===== src/rtl/spi_write_controller_if.sv =====
// spi_write_controller_if
// Groups the request handshake and SPI pins of spi_write_controller.
//   start, addr[6:0], wdata[7:0] : frame request (requester -> controller)
//   busy, done                   : frame status (controller -> requester)
//   SCLK, COPI, nCS              : SPI mode-0 pins (controller -> peripheral)
// Modports: master = requester side, slave = controller side.
interface spi_write_controller_if;
    logic       start;
    logic [6:0] addr;
    logic [7:0] wdata;
    logic       busy;
    logic       done;
    logic       SCLK;
    logic       COPI;
    logic       nCS;

    modport master (
        output start, addr, wdata,
        input  busy, done, SCLK, COPI, nCS
    );

    modport slave (
        input  start, addr, wdata,
        output busy, done, SCLK, COPI, nCS
    );
endinterface


===== src/rtl/spi_write_controller.sv =====
// spi_write_controller
// Sends one 16-bit SPI mode-0 write frame {1'b1, addr, wdata}, MSB first,
// per accepted start. Every output is driven straight from a flop.
//   clk   : system clock, rising edge
//   rst_n : asynchronous active-low reset
//   bus   : slave modport of spi_write_controller_if
//           (start/addr/wdata in; busy/done/SCLK/COPI/nCS out)
// CLK_DIV : SCLK half-period in clk cycles (2..255)
//
// state | meaning
// IDLE  | nCS high, waiting for start; done pulses here for one cycle
// SETUP | nCS low, COPI = bit15, SCLK low for one half-period
// SHIFT | 32 half-periods of SCLK; COPI advances on falling edges
// HOLD  | nCS low, SCLK low for one half-period after the last fall
// GAP   | nCS high, COPI low for one half-period before done
module spi_write_controller #(
    parameter int unsigned CLK_DIV = 4
) (
    input  logic                   clk,
    input  logic                   rst_n,
    spi_write_controller_if.slave  bus
);

    typedef enum logic [2:0] {
        IDLE  = 3'd0,
        SETUP = 3'd1,
        SHIFT = 3'd2,
        HOLD  = 3'd3,
        GAP   = 3'd4
    } state_t;

    localparam logic [7:0] DIV_LOAD = 8'(CLK_DIV - 1);

    state_t      state, state_nx;
    logic [7:0]  cnt, cnt_nx;
    logic [3:0]  bit_cnt, bit_cnt_nx;
    logic [15:0] sr, sr_nx;
    logic        sclk_q, sclk_nx;
    logic        copi_q, copi_nx;
    logic        ncs_q, ncs_nx;
    logic        busy_q, busy_nx;
    logic        done_q, done_nx;
    logic        tc;

    // Half-period down-counter reaches its last cycle.
    assign tc = (cnt == 8'd0);

    always_ff @(posedge clk or negedge rst_n) begin
        if (!rst_n) begin
            state   <= IDLE;
            cnt     <= 8'd0;
            bit_cnt <= 4'd0;
            sr      <= 16'd0;
            sclk_q  <= 1'b0;
            copi_q  <= 1'b0;
            ncs_q   <= 1'b1;
            busy_q  <= 1'b0;
            done_q  <= 1'b0;
        end else begin
            state   <= state_nx;
            cnt     <= cnt_nx;
            bit_cnt <= bit_cnt_nx;
            sr      <= sr_nx;
            sclk_q  <= sclk_nx;
            copi_q  <= copi_nx;
            ncs_q   <= ncs_nx;
            busy_q  <= busy_nx;
            done_q  <= done_nx;
        end
    end

    always_comb begin
        state_nx   = state;
        cnt_nx     = tc ? DIV_LOAD : cnt - 8'd1;
        bit_cnt_nx = bit_cnt;
        sr_nx      = sr;
        sclk_nx    = sclk_q;
        copi_nx    = copi_q;
        ncs_nx     = ncs_q;
        busy_nx    = busy_q;
        done_nx    = 1'b0;

        case (state)
            IDLE: begin
                cnt_nx = 8'd0;
                if (bus.start) begin
                    state_nx   = SETUP;
                    cnt_nx     = DIV_LOAD;
                    bit_cnt_nx = 4'd0;
                    sr_nx      = {1'b1, bus.addr, bus.wdata};
                    copi_nx    = 1'b1;
                    ncs_nx     = 1'b0;
                    busy_nx    = 1'b1;
                end
            end
            SETUP: begin
                if (tc) begin
                    state_nx = SHIFT;
                    sclk_nx  = 1'b1;
                end
            end
            SHIFT: begin
                if (tc) begin
                    if (!sclk_q) begin
                        sclk_nx = 1'b1;
                    end else begin
                        sclk_nx = 1'b0;
                        // The 16th falling edge ends shifting; COPI keeps bit0.
                        if (bit_cnt == 4'd15) begin
                            state_nx = HOLD;
                        end else begin
                            bit_cnt_nx = bit_cnt + 4'd1;
                            sr_nx      = {sr[14:0], 1'b0};
                            copi_nx    = sr[14];
                        end
                    end
                end
            end
            HOLD: begin
                if (tc) begin
                    state_nx = GAP;
                    ncs_nx   = 1'b1;
                    copi_nx  = 1'b0;
                end
            end
            GAP: begin
                // busy drops together with done, so a start seen in the done
                // cycle is taken; back-to-back frames then see nCS high for
                // the GAP half-period plus the done cycle.
                if (tc) begin
                    state_nx = IDLE;
                    cnt_nx   = 8'd0;
                    sr_nx    = 16'd0;
                    busy_nx  = 1'b0;
                    done_nx  = 1'b1;
                end
            end
            default: begin
                state_nx = IDLE;
                cnt_nx   = 8'd0;
                sclk_nx  = 1'b0;
                copi_nx  = 1'b0;
                ncs_nx   = 1'b1;
                busy_nx  = 1'b0;
            end
        endcase
    end

    assign bus.SCLK = sclk_q;
    assign bus.COPI = copi_q;
    assign bus.nCS  = ncs_q;
    assign bus.busy = busy_q;
    assign bus.done = done_q;

endmodule


===== src/flat_wrapper.sv =====
// flat-port wrapper written by rule: the top's interface ports become plain ports
module spi_write_controller_flat 
#(
    parameter int unsigned CLK_DIV = 4
)
  (clk, rst_n, bus_start, bus_addr, bus_wdata, bus_busy, bus_done, bus_SCLK, bus_COPI, bus_nCS);
  spi_write_controller_if bus_i ();
  input  logic clk;
  input  logic rst_n;
  input wire logic [$bits(bus_i.start)-1:0] bus_start;
  input wire logic [$bits(bus_i.addr)-1:0] bus_addr;
  input wire logic [$bits(bus_i.wdata)-1:0] bus_wdata;
  output wire logic [$bits(bus_i.busy)-1:0] bus_busy;
  output wire logic [$bits(bus_i.done)-1:0] bus_done;
  output wire logic [$bits(bus_i.SCLK)-1:0] bus_SCLK;
  output wire logic [$bits(bus_i.COPI)-1:0] bus_COPI;
  output wire logic [$bits(bus_i.nCS)-1:0] bus_nCS;
  assign bus_i.start = bus_start;
  assign bus_i.addr = bus_addr;
  assign bus_i.wdata = bus_wdata;
  assign bus_busy = bus_i.busy;
  assign bus_done = bus_i.done;
  assign bus_SCLK = bus_i.SCLK;
  assign bus_COPI = bus_i.COPI;
  assign bus_nCS = bus_i.nCS;
  spi_write_controller #(.CLK_DIV(CLK_DIV)) u_core (.clk(clk), .rst_n(rst_n), .bus(bus_i));
endmodule

===== config.mk =====
export PLATFORM = sky130hd
export DESIGN_NAME = spi_write_controller_flat
export DESIGN_NICKNAME = d
export VERILOG_FILES = /design/src/rtl/spi_write_controller_if.sv /design/src/rtl/spi_write_controller.sv /design/src/flat_wrapper.sv
export SDC_FILE = /design/constraint.sdc
export NUM_CORES = 1
export LEC_CHECK = 0
export CORE_ASPECT_RATIO = 1.2
export CORE_MARGIN = 2
export CORE_UTILIZATION = 25
export CTS_CLUSTER_DIAMETER = 80
export CTS_CLUSTER_SIZE = 20
export DETAILED_ROUTE_END_ITERATION = 6
export GPL_ROUTABILITY_DRIVEN = 0
export PLACE_DENSITY = 0.48
export SYNTH_ARGS = -nofsm -noshare
export SYNTH_HDL_FRONTEND = slang
export SYNTH_SLANG_ARGS = --single-unit

===== constraint.sdc =====
create_clock -name clk -period 3.8 [get_ports clk]
set_input_delay 0.38 -clock clk [delete_from_list [all_inputs] [get_ports clk]]
set_output_delay 0.38 -clock clk [all_outputs]
set_load 0.01 [all_outputs]

# After elaboration in Yosys (flattened, before gate mapping)
# Cells that the tools add are included.
dict set report word_totals {
  in_bits 18
  register_bits 35
  output_inout_bits 5
  elab_cells 81
}
dict set report classes {
  eq_ne 13
  bitwise_logic 4
  n_addsub 2
  reduce_logical 15
  muxes 38
}
# op n
set ops {}
lappend ops {{$mux W15} 5}
lappend ops {{$pmux W15 S3} 1}
lappend ops {{$pmux W8 S3} 1}
lappend ops {{$mux W3} 7}
lappend ops {{$mux W4} 4}
lappend ops {{$mux W8} 2}
lappend ops {{$pmux W3 S5} 1}
lappend ops {{$ne A2 B1 Y1 const B} 6}
lappend ops {{$reduce_and A6 Y1} 2}
lappend ops {{$mux W1} 11}
lappend ops {{$pmux W1 S3} 3}
lappend ops {{$reduce_and A3 Y1} 3}
lappend ops {{$reduce_or A3 Y1} 3}
lappend ops {{$logic_not A8 Y1} 1}
lappend ops {{$pmux W4 S2} 1}
lappend ops {{$sub A8 B1 Y8 const B} 1}
lappend ops {{$reduce_and A7 Y1} 1}
lappend ops {{$eq A3 B2 Y1 const B} 2}
lappend ops {{$reduce_and A5 Y1} 1}
lappend ops {{$add A4 B1 Y4 const B} 1}
lappend ops {{$eq A4 B4 Y1 const B} 1}
lappend ops {{$ne A2 B2 Y1 const B} 2}
lappend ops {{$not A1 Y1} 4}
lappend ops {{$pmux W1 S4} 1}
lappend ops {{other kinds (7)} 7}

# Logic depth before layout (Yosys ltp)
dict set report depth {
  depth_word 5
  ltp_mapped 7
  ltp_nobuf 6
}

# Least setup slack after synthesis
# Ideal clock, no wire load.
dict set report synth_path {
  path_type {register to register}
  from {register u_core.cnt[0]}
  to {register u_core.sr[10]}
  n_path_buf 1
  setup_ps 125
  slack_ps 1608
  arrival_ps 2067
  path_stages_with_launch 8
  period_less_slack_ps 2192
  required_time_ps 3675
  path_cell_list {dfrtp_1 -> inv_1 -> ha_1 -> or3b_2 -> o41ai_2 -> o21ai_2 -> buf_6 -> mux2_4}
}
dict set report synth_between {
  elab_chain_len 3
  word_cells_on_any_way 4
  classes_between {eq/ne: 2; reduce/logical: 2}
}
# element line
set synth_rtl {}
lappend synth_rtl {{start: declaration} spi_write_controller.sv:35} ;# logic [7:0] cnt, cnt_nx;
lappend synth_rtl {{start signal: assignment} spi_write_controller.sv:61} ;# cnt <= cnt_nx;
lappend synth_rtl {{$logic_not A8 Y1 *} spi_write_controller.sv:46} ;# assign tc = (cnt == 8'd0);
lappend synth_rtl {{$ne A2 B1 Y1 (no source line)} n/a}
lappend synth_rtl {{$reduce_and A6 Y1 (no source line) *} n/a}
lappend synth_rtl {{end signal: assignment} spi_write_controller.sv:63} ;# sr <= sr_nx;
lappend synth_rtl {{end: declaration} spi_write_controller.sv:37} ;# logic [15:0] sr, sr_nx;
# Mark *: on every way between the ends. The rest lies on a longest branch, timed or not.
# A chain may end at the register's enable or synchronous reset.

# Final worst setup path
dict set report layout_path {
  from {register u_core.state[0]}
  to {register u_core.sr[5]}
}
dict set report layout_between {
  elab_chain_len 3
  word_cells_on_any_way 11
  classes_between {eq/ne: 7; mux: 1; reduce/logical: 3}
}
# element line
set layout_rtl {}
lappend layout_rtl {{start: declaration} spi_write_controller.sv:34} ;# state_t state, state_nx;
lappend layout_rtl {{start signal: assignment} spi_write_controller.sv:60} ;# state <= state_nx;
lappend layout_rtl {{$eq A3 B3 Y1 (tied with other cells)} spi_write_controller.sv:83} ;# case (state)
lappend layout_rtl {{$ne A2 B1 Y1 (no source line) (tied with other cells)} n/a}
lappend layout_rtl {{$reduce_and A6 Y1 (no source line)} n/a}
# Parallel ways exist; a longest one is shown, timed or not.

==> results.yml <==
floorplan:
  num_rows: 34
  initial_core_util_pct: 25.8
  fp.coreArea_mm2: 0.00727
  dieArea_mm2: 0.00823
  die_h_um: 99.0
  die-width_um: 83.1
  boundaryPins: 23
critical_path:
  cp-start-kind: "register"
  worst-path-buf-inv: 0
  crit_fanout: 17
  crit_required_ps: 3980
  slowest_delay_ps: 780
  cp.arrival_ps: 2630
  cp-end-kind: "register"
  crit_path_cell_trace: "nor2_1, and4_1, o21ai_2, mux2_2"
  worstSetupPathType: "reg2reg"
  crit_slowest_cell: "o21ai_2"
  cp_top_family: "compound AO/OA/AOI/OAI gates"
sta:
  slew_headroom_pct: 34.4
  min_period_ps: 2450
  period_share_pct: 64.6
  rsz0062_at_grt: "false"
  finalHoldViolations: 0
  drv_slew: 0
  tns_ps: 0
  report.final.setup_viol: 0
  worst_pin_slew_ps: 984
  skew_ps: 7.53
  fmax_mhz: 407
  worst_slack_ps: 1350
clock_network:
  holdBufCountCts: 0
  cts_resized: 0
  clk_root_buffer_cell: "clkbuf_8"
  cts_sinks: 35
  cts_tree: "yes"
  cts_setup_buffers: 0
  worstSkewPairLatency_ps: 290
  clockBufferDepth: 2
  numCtsBuffers: 5
  cts.clk_slew.worst_paths_ps: 80
  cts_max_level: 2
placement:
  port-buffer-count: 22
  dp_cells: 275
  hpwl_um: 2760
  pre_cts_slack_ps: 1290
  detailed_place.area_mm2: 0.00217
status:
  status: "completed"
cells_and_area:
  area_delta_synth_final_pct: 21.8
  final_nets: 213
  drive_gt1_share_pct: 17.6
  final_area_mm2: 0.00229
  final_cells: 283
  diodes: 0
global_route:
  grt_start_max_net_pins: 36
  grt_pass1_wl_um: 7020
  grt_pass1_vias: 1426
  antenna_found_initial: 0
  track_usage_pct: 10.5
  grt_overflow: 0
synthesis:
  seq_area_frac_synth_pct: 46.7
  synth_ff_type: "dfrtp_1"
  yosysWarnings: 0
  synth_area_mm2: 0.00188
  synth.area.mux_share_pct: 11.8
  ys_types: 45
  postSynthCellCount: 170
  synth-simple-area-share_pct: 12.6
  ys_ff_latch: 35
  synth_compound_gate_area_share_pct: 18.9
  synth_fa_ha_area_share_pct: 2.00
  synthXorXnorAreaFrac_pct: 3.73
  syn_nets: 191
  syn_avg_cell_area_um2: 11.1
  synth_edf_count: 0
  synth_top_family_by_area: "compound AO/OA/AOI/OAI gates"
  synth-async-reset-ratio_pct: 100
drt:
  via_count: 1371
  drt_iter0_drc: 65
  ant_nets: 0
  wl_met3_um: 161
  wl_met2_um: 1840
  wl_per_cell_um: 14.2
  drcViolationCount: 0
  wl_met1_um: 1970
  first_pass_iters: 2
  top_layer_used: "met4"
  wirelength_um: 4020
  viasPerCell: 4.84
pwr:
  pwr_density_cell_mw_per_mm2: 712
  leakage_nw: 1.03
  vdd_drop_max_v: 0.000256
hold_path:
  hp-class: "in2async"
run:
  maxCapViolCount: 0
-- logic make-up (layout without fill, tap and decap cells) --
kind of cell | Yosys count | after routing
xor+xnor | 8 | 8
fa+ha+maj | 3 | 3
simple gates | 43 | 43
compound gates | 47 | 47
mux | 17 | 17
buf+inv | 17 | 40
flops | 35 | 35
-- cell type report --
class                      count  area, um2
tap                           90        113
sequential                    35        877
fill                         775       4980
clock buffer                   6       82.6
timing repair buffer          24        230
clock inverter                 2       35.0
inverter                       8       30.0
multi-input combinational    118        922
-- flip-flops by register name (all words and copies together) (netlist names) --
| name | cells |
|---|---|
| u_core.state | 3 |
| u_core.cnt | 8 |
| u_core.bus.COPI | 1 |
| u_core.sr | 15 |
| u_core.bus.busy | 1 |
| u_core.bus.SCLK | 1 |
| u_core.bit_cnt | 4 |
| u_core.bus.nCS | 1 |
| u_core.bus.done | 1 |
-- metrics by stage --
stage                     utilization, %  hold slack [ps]  power (W)
after floorplan                        -             84.4    0.00112
after global placement              29.9              489    0.00128
after detailed placement            29.9              495    0.00129
after CTS                           31.5              225    0.00165
after global routing                31.5              264    0.00176
final                               31.5              195    0.00163
-- cell usage after synthesis, drive strengths merged, types with 2 or more instances --
library cell,number,area (um2)
a21boi,3,22.5
a21oi,3,15.0
a22o,14,123
a31oi,2,12.5
buf,3,27.5
clkbuf,6,22.5
dfrtp,34,851
ha,3,37.5
inv,8,30.0
mux2,14,191
mux2i,3,30.0
nand2,7,26.3
nand2b,4,25.0
nand3,3,15.0
nor2,15,56.3
nor3b,3,27.5
nor4,2,12.5
o211ai,3,22.5
o21ai,9,48.8
o31ai,4,30.0
o41ai,2,25.0
or3b,2,17.5
or4,3,27.5
xnor2,5,43.8
xor2,3,26.3
-- path summary, 6_finish.rpt --
path                            startpoint               to  slack [ps]  cells after the start
max                        u_core.state[0]     u_core.sr[5]        1350                      4
min                                  rst_n    u_core.cnt[3]         190                      1
max reg2reg                u_core.state[0]     u_core.sr[5]        1350                      4
min reg2reg                   u_core.sr[3]     u_core.sr[3]         520                      1
max in group asynchronous            rst_n  u_core.state[0]        3070                      1
min in group clk              u_core.sr[3]     u_core.sr[3]         520                      1
-- report_power, final --
part | internal (W) | switching (W)
clock network | 0.000212 | 0.000140
logic | 0.000331 | 0.000276
registers | 0.000528 | 0.000142
-- placed cells by master (no fill, tap or decap), drive strengths merged, types with 4 or more instances in the layout --
cell / n
clkdlybuf4s50: 21
inv: 8
a22o: 14
nand2: 7
clkbuf: 6
o21ai: 9
mux2: 14
nor2: 15
xnor2: 5
o31ai: 4
nand2b: 4
dfrtp: 34
-- layer usage --
metal  GRT usage, %  vias to the layer above
met1           13.7                      668
li1               -                      668
met3           2.68                        8
met5              0                        -
met2           17.2                       27
met4           3.40                        0
-- worst register-to-register path, delay by kind of cell (launching register included) --
family	cells	cell delay [ps]
compound gates	1	780
mux	1	430
flops	1	660
simple gates	2	480
No activity file was read; power rests on OpenSTA's default activity.
==> variant 1 (config.mk and constraints unchanged) <==
The 5 states of `state_t` get a Gray code encoding in 3 bits.
--- a/src/rtl/spi_write_controller.sv
+++ b/src/rtl/spi_write_controller.sv
@@ -22,11 +22,11 @@
 );
 
     typedef enum logic [2:0] {
-        IDLE  = 3'd0,
-        SETUP = 3'd1,
-        SHIFT = 3'd2,
-        HOLD  = 3'd3,
-        GAP   = 3'd4
+        IDLE  = 3'b000,
+        SETUP = 3'b001,
+        SHIFT = 3'b011,
+        HOLD  = 3'b010,
+        GAP   = 3'b110
     } state_t;
 
     localparam logic [7:0] DIV_LOAD = 8'(CLK_DIV - 1);
Check against the original RTL: same outputs for any inputs over 10 cycles, from zero or initial values and one cycle with rst_n low; not proved beyond that.
==> variant 1 against the original RTL <==
  * Cell area is 0.60% lower
  * Area after synthesis grew 2.5%
  * Total power fell by 20%
  * Sequential cell count unchanged
  * Non-clock buffer count shrank 2
  * Routed wire length is 1.5% higher
  * Count of clock-buffer cells in the layout increased by 1
  * Setup slack gained 0.15 ns
  * Critical path type unchanged
  * Combinational power down 26%
==> variant 1: results (changes against the original RTL) <==
Layout
  • Number of non-clock inverters: 6 (-2)
  • Buffering overhead: 9.46% (-0.60 points)
  • ANT cells: 0 (unchanged)
  • Nets: 215 (+0.94%)
  • Multi-input gate share of total cell area: 42.4% (+2.1 points)
  • Clk tree area frac: 3.57% (-1.6 points)
  • # clk buffers: 7 (+1)
  • FFs & Latches: 35 (unchanged)
  • Non-clock buffers: 22 (-8.3%)
  • Fill cell count: 818 (+5.5%)
  • Share of cells above drive strength 1: 15.4% (-2.2 points)
  • Sequential share of cell area: 38.5% (+0.23 points)
  • Multi-input gates: 124 (+5.1%)
  • Layout Cells excl Fill: 287 (+1.4%)

Worst setup path
  • Worst endpoint data arrival time: 2.53 ns (-0.10 ns)
  • Crit-path slowest cell: o21ai_1
  • Crit-path max FO: 19 (+2)
  • CP max stage delay: 0.91 ns (+0.13 ns)

Yosys
  • Post-synthesis compound-gate area fraction: 16.4% (-2.5 points)
  • Syn Inst Count: 176 (+3.5%)
  • Primary FF master, synth: dfrtp_1
  • Proportion of synthesized area in mux cells: 11.0% (-0.81 points)
  • Commonest cells in the netlist: dfrtp_1, nor2_1, nand2_1
  • Synthesized-area fraction occupied by adder cells: 1.95% (-0.049 points)
  • Xor/xnor share of the synthesized area: 2.73% (-1.0 points)
  • Sequential fraction of the synthesis area: 45.5% (-1.2 points)
  • Mapped Nets: 197 (+3.1%)
  • Yosys cell types: 48 (+6.7%)
  • Synth area leaders: dfrtp_1, mux2_4, a22o_1, nor2_1, mux2_2

Drt
  • Initial DRT Pass Iterations: 4 (+2)
  • DRT iter0 DRCs: 60 (-7.7%)
  • DR WL/cell: 14.2 um (+0.13%)
  • Vias per cell: 4.84 (-0.17%)

Pwr
  • Max rail drop VDD: 175 uV (-31%)
  • LEAKAGE: 0.990 nW (-4.1%)
  • Cell Pwr Density: 574 nW/um2 (-19%)

Place
  • Worst slack at placement: 1.53 ns (+0.241 ns)
  • Placed cells: 279 (+1.5%)
  • HPWL after DPL: 2740 um (-0.73%)
  • DP Area: 2190 um2 (+1.0%)

Timing
  • Hold slack: 0.175 ns (-0.0196 ns)
  • FMAX: 434 MHz (+6.6%)
  • Slew HR: 23.8% (-11 points)
  • Final clock skew: 0.00567 ns (-0.00186 ns)

Floorplanning
  • Num rows: 35 (+2.9%)

Clocking
  • Max clock buf depth: 2 (unchanged)
  • Worst-path clk slew: 0.07 ns

GRT
  • Total gr overflow: 0 (unchanged)
  • Total track usage: 10.3% (-0.21 points)
  • First-pass GRT wire length: 6870 um (-2.1%)
  • Vias in the first global route: 1389 (-2.6%)

Outcome
  • Status: finished, final reports clean
variant 1: path summary, 6_finish.rpt:
check / cells after the start / to / from
max in group asynchronous: 1 / u_core.bit_cnt[2] / rst_n
setup reg to reg: 4 / u_core.sr[3] / u_core.state[2]
hold / removal: 1 / u_core.bus.done / rst_n
setup / recovery: 4 / u_core.sr[3] / u_core.state[2]
hold reg to reg: 2 / u_core.bus.nCS / u_core.bus.nCS
min in group clk: 2 / u_core.bus.nCS / u_core.bus.nCS
variant 1: routing by layer:
layer	part of all wire [%]	wire [um]	up-vias	global-route usage, %
met2	47	1900	32	16.7
met3	4.3	176	6	2.71
met4	2.0	82	0	4.84
li1	-	-	671	-
met1	47	1920	679	12.9
met5	0	0	-	0
variant 1: where the power goes:
part / total, mW / internal, mW / switching, mW
clock: 0.261 / 0.129 / 0.133
combinational: 0.452 / 0.238 / 0.215
sequential: 0.592 / 0.478 / 0.114
total: 1.31 / 0.844 / 0.462
==> variant 2 (same flow settings) <==
Without the edit above. Make the reset (`rst_n`) synchronous in one clocked block. Comments in the files are not updated.
--- a/src/rtl/spi_write_controller.sv
+++ b/src/rtl/spi_write_controller.sv
@@ -45,7 +45,7 @@
     // Half-period down-counter reaches its last cycle.
     assign tc = (cnt == 8'd0);
 
-    always_ff @(posedge clk or negedge rst_n) begin
+    always_ff @(posedge clk) begin
         if (!rst_n) begin
             state   <= IDLE;
             cnt     <= 8'd0;
Function: differs if rst_n is asserted again (counterexample within 4 cycles, from zero or initial values and one cycle with rst_n low); with rst_n held inactive, the same outputs for 10 cycles.
==> variant 2 against the original RTL <==
  * Cell count grew 21%
  * Cell area grew 3.3%
  * Routed wire length rose by 16%
  * Setup slack improved by 0.24 ns
  * Non-clock buffer count up 1
  * Utilization decreased by 0.44 points
  * Total power increased by 16%
  * Hold slack improved by 0.27 ns
  * Count of clock-buffer cells in the layout unchanged
  * Area after synthesis grew 4.0%
  * Sequential cell count unchanged
  * Synthesized cell count increased by 36%
  * Critical path type unchanged
==> variant 2: results (changes against the original RTL) <==
Outcome
  • Status: finished, final reports clean

Layout
  • Biggest regs: u_core.sr x15, u_core.cnt x8, u_core.bit_cnt x4
  • Fill cell count: 856 (+10%)
  • Share of cells above drive strength 1: 8.80% (-8.8 points)
  • Nets: 270 (+27%)
  • ANT cells: 0 (unchanged)
  • Layout Cells excl Fill: 342 (+21%)

Worst setup path
  • Crit-path max FO: 21 (+4)
  • Worst endpoint data arrival time: 2.37 ns (-0.26 ns)
  • Worst r2r dst: u_core.sr[6]
  • Reg-to-reg startpoint: u_core.state[1]
  • Critical Path Start Type: flop
  • Crit-path slowest cell: xor2_1
  • Reg2Reg Depth: 4 (unchanged)
  • Top cell family by delay on the critical path: XOR/XNOR gates
  • CP max stage delay: 0.83 ns (+0.05 ns)

Place
  • DP Area: 2250 um2 (+3.5%)
  • PortBufs: 22 (unchanged)
  • Placed cells: 334 (+21%)
  • Worst slack at placement: 1.59 ns (+0.308 ns)
  • HPWL after DPL: 3200 um (+16%)

Clocking
  • Worst-skew pair later-pin latency: 0.29 ns (about the same)
  • Setup Fix Bufs, Post-CTS: 0 (unchanged)
  • Post-CTS Resized: 0 (unchanged)
  • CTS Buf Count: 5 (unchanged)
  • Worst-path clk slew: 0.08 ns (about the same)
  • Htree depth: 2 (unchanged)
  • Max clock buf depth: 2 (unchanged)
  • Root Buffer: clkbuf_8

Yosys
  • Share of flip-flops with an asynchronous set or reset: 0% (-100 points)
  • Syn Inst Count: 232 (+36%)
  • Sequential fraction of the synthesis area: 35.9% (-11 points)
  • Mapped Nets: 253 (+32%)
  • Commonest cells in the netlist: dfxtp_1, nand2_1, o21ai_0
  • Yosys cell types: 46 (+2.2%)
  • Synth area leaders: dfxtp_1, mux2i_1, a21boi_0, nand2_1, o21ai_0
  • Yosys Warn Count: 0 (unchanged)

Hold path
  • Class of the worst hold path: flop to flop
  • Min-Delay Path Depth: 2
  • Hold EP: u_core.sr[4]
  • Hold Path Origin: u_core.sr[4]

GRT
  • Vias in the first global route: 1691 (+19%)
  • Total gr overflow: 0 (unchanged)
  • Largest net degree at the start of global routing: 39 (+8.3%)
  • First-pass GRT wire length: 8020 um (+14%)
  • Initial antenna violation count: 0 (unchanged)
  • Total track usage: 11.6% (+1.0 points)

Drt
  • DRT iter0 DRCs: 63 (-3.1%)
  • Total wire length: 4670 um (+16%)
  • Initial DRT Pass Iterations: 4 (+2)
  • Vias per cell: 4.95 (+2.1%)

Timing
  • Hold slack: 0.463 ns (+0.268 ns)
  • Worst-Margin Slew: 0.974 ns (-0.00996 ns)
  • Final clock skew: 0.0100 ns (+0.00248 ns)

Pwr
  • Max rail drop VDD: 252 uV (-1.5%)
  • LEAKAGE: 0.961 nW (-7.0%)
variant 2: cell count changes after synthesis, moves of 14 or more:
cell / unedited run / this run
dfrtp_1: 34 / 0
dfxtp_1: 0 / 35
a22o_1: 14 / 0
nand2_1: 7 / 29
variant 2: kinds of logic after synthesis:
logic type	share of synthesized area, %
flip-flops	35.9
adder cells (fa/ha/maj)	1.92
AO/OA/AOI/OAI	22.0
multiplexers	8.19
buffers and inverters	4.67
XOR/XNOR	3.59
AND/OR/NAND/NOR	23.8
variant 2: layout make-up:
cell class	count	area [um2]	share of cell area, %
timing repair buffer	25	243	10.3
sequential	35	701	29.6
multi-input combinational	175	1160	49.2
clock inverter	2	35.0	1.48
clock buffer	6	82.6	3.49
tap	92	115	4.87
inverter	7	26.3	1.11
variant 2: worst max path at each step:
stage                                    to  slack (ns)  depth (start not counted)
after floorplan                u_core.sr[0]        2.17                          7
after global placement    u_core.bit_cnt[2]        1.64                          6
after detailed placement      u_core.sr[14]        1.59                          4
after global routing          u_core.sr[12]        1.35                          4
final                          u_core.sr[6]        1.58                          4
after CTS                     u_core.sr[14]        1.57                          4
variant 2: tightest hold or removal path: stages, from the launching register on:
cell and delay (ns):
dfxtp_1 0.31, nand2_1 0.05, mux2i_1 0.05
variant 2: power by group:
group	total [mW]	switching, mW	internal (mW)
Sequential	0.613	0.122	0.491
Combinational	0.916	0.515	0.402
Clock	0.360	0.147	0.213
Total	1.89	0.784	1.10
variant 2: metal layers:
layer  wire, um  GRT usage (%)  share of wire [%]  up-vias
li1           -              -                  -      866
met1       2200           13.5                 47      791
met2       2260           21.0                 48       29
met3        151           2.46                3.2        6
met4         62           3.66                1.3        0
met5          0              0                  0        -
